===== config.mk =====
export PLATFORM = sky130hd
export DESIGN_NAME = pipe_ctrl
export DESIGN_NICKNAME = d
export VERILOG_FILES = /design/src/rtl/pipe_ctrl_pkg.sv /design/src/rtl/fwd_unit.sv /design/src/rtl/pipe_ctrl.sv
export SDC_FILE = /design/constraint.sdc
export NUM_CORES = 1
export LEC_CHECK = 0
export ABC_AREA = 1
export BUFFER_PORTS_ARGS = -buffer_cell sky130_fd_sc_hd__buf_2
export CAP_MARGIN = 20
export CORE_ASPECT_RATIO = 0.7
export CORE_MARGIN = 3
export CORE_UTILIZATION = 35
export CTS_CLUSTER_DIAMETER = 40
export DETAILED_ROUTE_END_ITERATION = 6
export PLACE_DENSITY = 0.61
export SYNTH_ARGS = -nofsm -noshare
export SYNTH_HDL_FRONTEND = slang
export SYNTH_SLANG_ARGS = --single-unit

===== constraint.sdc =====
create_clock -name clk -period 2.15 [get_ports clk]
set_input_delay 0.43 -clock clk [delete_from_list [all_inputs] [get_ports clk]]
set_output_delay 0.43 -clock clk [all_outputs]
set_load 0.01 [all_outputs]

===== src/rtl/pipe_ctrl_pkg.sv =====
// Shared types and constants for the pipeline controller and its forwarding units.
package pipe_ctrl_pkg;

    localparam int DEF_REG_AW = 5;

    typedef enum logic [1:0] {
        RUN     = 2'd0,
        HALTING = 2'd1,
        HALTED  = 2'd2,
        STEP    = 2'd3
    } runState_t;

    // EX-stage operand mux selects
    localparam logic [1:0] FWD_RF  = 2'b00;
    localparam logic [1:0] FWD_WB  = 2'b01;
    localparam logic [1:0] FWD_MEM = 2'b10;

endpackage


===== src/rtl/fwd_unit.sv =====
// Operand forwarding select for one EX-stage ALU source.
// The younger result in EX_MEM wins over MEM_WB; register 0 is never forwarded.
module fwd_unit
    import pipe_ctrl_pkg::*;
#(
    parameter int AW = DEF_REG_AW
) (
    input  logic [AW-1:0] src,
    input  logic          memRegwrite,
    input  logic [AW-1:0] memRd,
    input  logic          wbRegwrite,
    input  logic [AW-1:0] wbRd,
    output logic [1:0]    sel
);

    logic memHit;
    logic wbHit;

    assign memHit = memRegwrite && (memRd != '0) && (memRd == src);
    assign wbHit  = wbRegwrite  && (wbRd  != '0) && (wbRd  == src);

    // Pick the most recent producer of src
    always_comb begin
        sel = FWD_RF;
        if (memHit) begin
            sel = FWD_MEM;
        end else if (wbHit) begin
            sel = FWD_WB;
        end
    end

endmodule


===== src/rtl/pipe_ctrl.sv =====
// Central controller for the 5-stage pipeline: stage enables/flushes,
// operand forwarding selects, debug run control and performance counters.
//
// state   | meaning
// --------+-----------------------------------------------------------
// RUN     | normal execution, fetch every cycle
// HALTING | fetch stopped, bubbles injected into ID while the pipe drains
// HALTED  | pipeline empty, PC frozen, waiting for resume or step
// STEP    | one fetch cycle, then drain again
module pipe_ctrl
    import pipe_ctrl_pkg::*;
#(
    parameter int DRAIN_CYCLES = 4,
    parameter int CNT_W        = 32,
    parameter int REG_AW       = DEF_REG_AW
) (
    input  logic              clk,
    input  logic              rst,
    input  logic              halt_req,
    input  logic              resume_req,
    input  logic              step_req,
    input  logic [REG_AW-1:0] id_rs,
    input  logic [REG_AW-1:0] id_rt,
    input  logic              ex_memread,
    input  logic [REG_AW-1:0] ex_rs,
    input  logic [REG_AW-1:0] ex_rt,
    input  logic              mem_regwrite,
    input  logic [REG_AW-1:0] mem_rd,
    input  logic              wb_regwrite,
    input  logic [REG_AW-1:0] wb_rd,
    input  logic              redirect_mem,
    input  logic              redirect_wb,
    output logic              pc_we,
    output logic              if_id_we,
    output logic              if_id_flush,
    output logic              id_ex_flush,
    output logic              ex_mem_flush,
    output logic              mem_wb_flush,
    output logic [1:0]        fwd_a,
    output logic [1:0]        fwd_b,
    output logic              halted,
    output logic [CNT_W-1:0]  stall_cnt,
    output logic [CNT_W-1:0]  flush_cnt
);

    // Drain counter counts down from DRAIN_CYCLES-1; terminal count is zero.
    localparam int DW = (DRAIN_CYCLES > 1) ? $clog2(DRAIN_CYCLES) : 1;
    localparam logic [DW-1:0] DRAIN_LOAD = DW'(DRAIN_CYCLES - 1);

    runState_t        state;
    runState_t        nextState;
    logic [DW-1:0]    drainCnt;
    logic [DW-1:0]    drainNext;
    logic             haltedQ;
    logic [CNT_W-1:0] stallCntQ;
    logic [CNT_W-1:0] flushCntQ;

    logic             loadUse;
    logic             redirect;
    logic             stall;
    logic             drainDone;
    logic [1:0]       fwdASel;
    logic [1:0]       fwdBSel;

    assign loadUse   = ex_memread && (ex_rt != '0) && ((ex_rt == id_rs) || (ex_rt == id_rt));
    assign redirect  = redirect_mem || redirect_wb;
    // A redirect squashes the instruction that would have stalled
    assign stall     = loadUse && !redirect;
    assign drainDone = (drainCnt == '0);

    fwd_unit #(.AW(REG_AW)) uFwdA (
        .src         (ex_rs),
        .memRegwrite (mem_regwrite),
        .memRd       (mem_rd),
        .wbRegwrite  (wb_regwrite),
        .wbRd        (wb_rd),
        .sel         (fwdASel)
    );

    fwd_unit #(.AW(REG_AW)) uFwdB (
        .src         (ex_rt),
        .memRegwrite (mem_regwrite),
        .memRd       (mem_rd),
        .wbRegwrite  (wb_regwrite),
        .wbRd        (wb_rd),
        .sel         (fwdBSel)
    );

    assign fwd_a     = rst ? FWD_RF : fwdASel;
    assign fwd_b     = rst ? FWD_RF : fwdBSel;
    assign halted    = haltedQ;
    assign stall_cnt = stallCntQ;
    assign flush_cnt = flushCntQ;

    // Stage enables/flushes: run-control baseline, then stall, redirect, reset override it
    always_comb begin
        pc_we        = 1'b0;
        if_id_we     = 1'b0;
        if_id_flush  = 1'b0;
        id_ex_flush  = 1'b0;
        ex_mem_flush = 1'b0;
        mem_wb_flush = 1'b0;

        case (state)
            RUN, STEP: begin
                pc_we    = 1'b1;
                if_id_we = 1'b1;
            end
            HALTING, HALTED: begin
                // IF_ID keeps loading, but only bubbles
                if_id_we    = 1'b1;
                if_id_flush = 1'b1;
            end
            default: ;
        endcase

        if (rst) begin
            pc_we        = 1'b0;
            if_id_we     = 1'b0;
            if_id_flush  = 1'b1;
            id_ex_flush  = 1'b1;
            ex_mem_flush = 1'b1;
            mem_wb_flush = 1'b1;
        end else if (redirect) begin
            pc_we        = 1'b1;
            if_id_we     = 1'b1;
            if_id_flush  = 1'b1;
            id_ex_flush  = 1'b1;
            ex_mem_flush = 1'b1;
            mem_wb_flush = redirect_wb;
        end else if (stall) begin
            // IF_ID must hold the dependent instruction, even while draining
            pc_we        = 1'b0;
            if_id_we     = 1'b0;
            if_id_flush  = 1'b0;
            id_ex_flush  = 1'b1;
        end
    end

    // Run-control next state and drain countdown
    always_comb begin
        nextState = state;
        drainNext = drainCnt;

        case (state)
            RUN: begin
                if (halt_req) begin
                    nextState = HALTING;
                    drainNext = DRAIN_LOAD;
                end
            end
            HALTING: begin
                if (redirect) begin
                    // New instructions entered behind the redirect; drain from scratch
                    drainNext = DRAIN_LOAD;
                end else if (!stall) begin
                    if (drainDone) begin
                        nextState = HALTED;
                    end else begin
                        drainNext = drainCnt - DW'(1);
                    end
                end
            end
            HALTED: begin
                if (resume_req) begin
                    nextState = RUN;
                end else if (step_req) begin
                    nextState = STEP;
                end
            end
            STEP: begin
                nextState = HALTING;
                drainNext = DRAIN_LOAD;
            end
            default: begin
                nextState = RUN;
            end
        endcase
    end

    // Run-control state register
    always_ff @(posedge clk) begin
        if (rst) begin
            state    <= RUN;
            drainCnt <= '0;
            haltedQ  <= 1'b0;
        end else begin
            state    <= nextState;
            drainCnt <= drainNext;
            haltedQ  <= (nextState == HALTED);
        end
    end

    // Saturating performance counters, active in every run-control state
    always_ff @(posedge clk) begin
        if (rst) begin
            stallCntQ <= '0;
            flushCntQ <= '0;
        end else begin
            if (stall && (stallCntQ != '1)) begin
                stallCntQ <= stallCntQ + CNT_W'(1);
            end
            if (redirect && (flushCntQ != '1)) begin
                flushCntQ <= flushCntQ + CNT_W'(1);
            end
        end
    end

endmodule


==> impl_metrics.tcl <==
set metrics [dict create \
    met2_length_mm 5.42 \
    ys_ff_latch 69 \
    port_buffers 114 \
    yosysSeqAreaShare_pct 28.4 \
    synth_simple_gate_area_share_pct 38.4 \
    r2r_start "stall_cnt[1]" \
    cp-startpoint "ex_rt[3]" \
    post_cts_buffers 0 \
    hold_start "rst" \
    drv_cap 0 \
    wl_per_cell_um 13.6 \
    finalCritPeriodShare_pct 91.4 \
    routed_via_density 4.76 \
    synth_top_family_by_area "simple AND/OR/NAND/NOR gates" \
    m1WireLength_mm 8.48 \
    dr.pass1.iters 5 \
    setup_ws_ns 0.185 \
    num_vias 5220 \
    path_clk_slew_ns 0.05 \
    skew_ns 0.00756 \
    row_count 35 \
    die_w_um 147 \
    powerDensity_mw_per_mm2 584 \
    postSynthAreaPerCell_sq_um 6.30 \
    cp_cell_sequence "buf_2 -> inv_2 -> nand4_1 -> o21ai_0 -> inv_1 -> nand3_4 -> inv_2 -> o211ai_1 -> buf_2" \
    switching_power_w 0.000961 \
    synth-async-reset-ratio_pct 0 \
    crit_required_ns 1.72 \
    ys.flop_type "dfxtp_1" \
    fmax_mhz 509 \
    startpoint_type "input port" \
    syn_area_sq_mm 0.00486 \
    clk_latency_ns 0.32 \
    p_int_w 0.00260 \
    vdd_drop_max_mv 0.358 \
    synth_top_area_share_pct 28.4 \
    criticalPathCategory "in -> out" \
    relSlewSlack_pct 64.0 \
    min-delay-path-class "in -> reg" \
    worst_ep_arrival_time_ns 1.53 \
    stdcell_area_sq_mm 0.00610 \
    hold_slack_ns 0.391 \
    top_layer "met4" \
    cts_sinks 69 \
    slowest_stage "o21ai_0" \
    setup_viol 0 \
    clock_power_share_pct 45.9 \
    grt_pass1_vias 4573 \
    synth_adder_area_share_pct 2.06 \
    comb_power_share_pct 15.7 \
    p_leak_nw 2.68 \
    dieArea_sq_mm 0.0154 \
    clockBufferDepth 2 \
    synthCells 771 \
    nets 955 \
    clock-root-buffer "clkbuf_16" \
    rsz0062_at_grt "false" \
    tns_ns 0 \
    core_sq_mm 0.0134 \
    synth_compound_area_share_pct 9.58 \
    grtUsageTotal_pct 19.4 \
    synth.area.mux_share_pct 0 \
    synth_xor_area_share_pct 11.5 \
    dpl_worst_slack_ns 0.166 \
    synth_edf_count 0 \
    report.final.slew_viol_count 0 \
    worst_pin_slew_ns 0.537 \
    io_pins 115 \
    synth.most_common_cell "nand2_1" \
    drt_wl_total_mm 15.0 \
    synth_cell_types 33 \
    grt_max_degree 37 \
    diodes 0 \
    antenna_found_initial 0 \
    drc_errors 0 \
    gp_congestion 0.969 \
    synthTopCellsByCount "nand2_1, nor2_1, inv_1" \
    drt_iter0_drc 377 \
    endpoint_kind "output port" \
    hold_viol_final 0 \
    cts_htree_levels 3 \
    syn-num-nets 819 \
    pwr-share-seq_pct 38.4 \
    hpwl_mm 11.9 \
    stdcell_count 1097 \
    postRouteAntennaNets 0 \
    cts_buffers 9 \
    cpPeakStageDelay_ns 0.17 \
    ys_warn_count 0 \
    swShare_pct 27.0 \
    synthToLayoutAreaGrowth_pct 25.5 \
    place_area_sq_mm 0.00576 \
    dieHeight_um 105 \
    initial_utilization_pct 36.4 \
    dp_cells 1081 \
    final_layout_size_suffix_gt1_share_pct 21.3 \
    grt_pass1_wl_mm 24.3 \
    synth_area_leaders "dfxtp_1, nand2_1, xor2_1" \
    status "completed" \
    min_period_ns 1.96 \
    wl_met3_mm 1.01 \
    cp_max_fo 5 \
    yosys.area.top_type "dfxtp_1" \
    cts_tree "yes" \
    grt-ovfl-total 0 \
]
-- worst paths after layout --
kind | end | slack, ns | depth (start not counted)
worst max register to register | stall_cnt[25] | 0.19 | 10
worst max-delay path | if_id_flush | 0.19 | 9
worst min register to register | flush_cnt[31] | 0.49 | 2
worst min-delay path | stall_cnt[16] | 0.39 | 2
-- flip-flops by register name, summed over array words and instances, names as in the netlist --
| name | cells |
|---|---|
| stall_cnt | 32 |
| state | 2 |
| flush_cnt | 32 |
| halted | 1 |
| drainCnt | 2 |
-- cell families after synthesis --
group	count (synthesis)
AND/OR/NAND/NOR	442
buffers and inverters	104
flip-flops	69
AO/OA/AOI/OAI	84
XOR/XNOR	64
adder cells (fa/ha/maj)	8
-- worst max-delay path, delay by kind of cell --
kind	cells	cell delay, ns
buf+inv	5	0.55
compound gates	2	0.34
simple gates	2	0.22
-- power by group through the flow --
stage / registers (W) / logic (W) / clock network [W]
after floorplan: 0.00139 / 0.000399 / 0
after global placement: 0.00139 / 0.000555 / 0
after detailed placement: 0.00139 / 0.000558 / 0
after CTS: 0.00137 / 0.000559 / 0.00167
after global routing: 0.00138 / 0.000643 / 0.00174
final: 0.00137 / 0.000559 / 0.00163
-- area by class of cell --
cell class | count | area [sq um]
flip-flops and latches | 69 | 1380
inverters | 81 | 304
clock inverters | 5 | 83.8
multi-input cells | 598 | 3000
clock buffers | 11 | 243
fillers | 1464 | 7260
repair buffers | 148 | 855
well taps | 185 | 231
-- layout by cell type, fill, tap and decap left out, drive strengths merged, types with 8 or more instances in the layout --
| master | count |
|---|---|
| a21oi | 67 |
| buf | 148 |
| clkbuf | 11 |
| dfxtp | 69 |
| ha | 8 |
| inv | 81 |
| nand2 | 266 |
| nand3 | 18 |
| nand4 | 18 |
| nor2 | 87 |
| nor3 | 38 |
| o21ai | 12 |
| xnor2 | 23 |
| xor2 | 41 |
-- stage by stage --
step	utilization, %	power (W)
2_1_floorplan	-	0.00179
3_3_place_gp	43.1	0.00195
3_5_place_dp	43.1	0.00195
4_1_cts	45.6	0.00360
5_1_grt	45.6	0.00376
6_report	45.6	0.00356
-- timing repair --
item,4_1_cts,5_1_grt
resized for setup,0,4
setup endpoints to repair,0,2
hold buffers,0,0
-- layer usage --
layer,vias up,global-route usage (%)
met5,-,0
met4,0,3.02
met3,7,4.68
met2,170,24.1
met1,2321,32.5
li1,2722,-
Power figures use the tool's default switching activity.
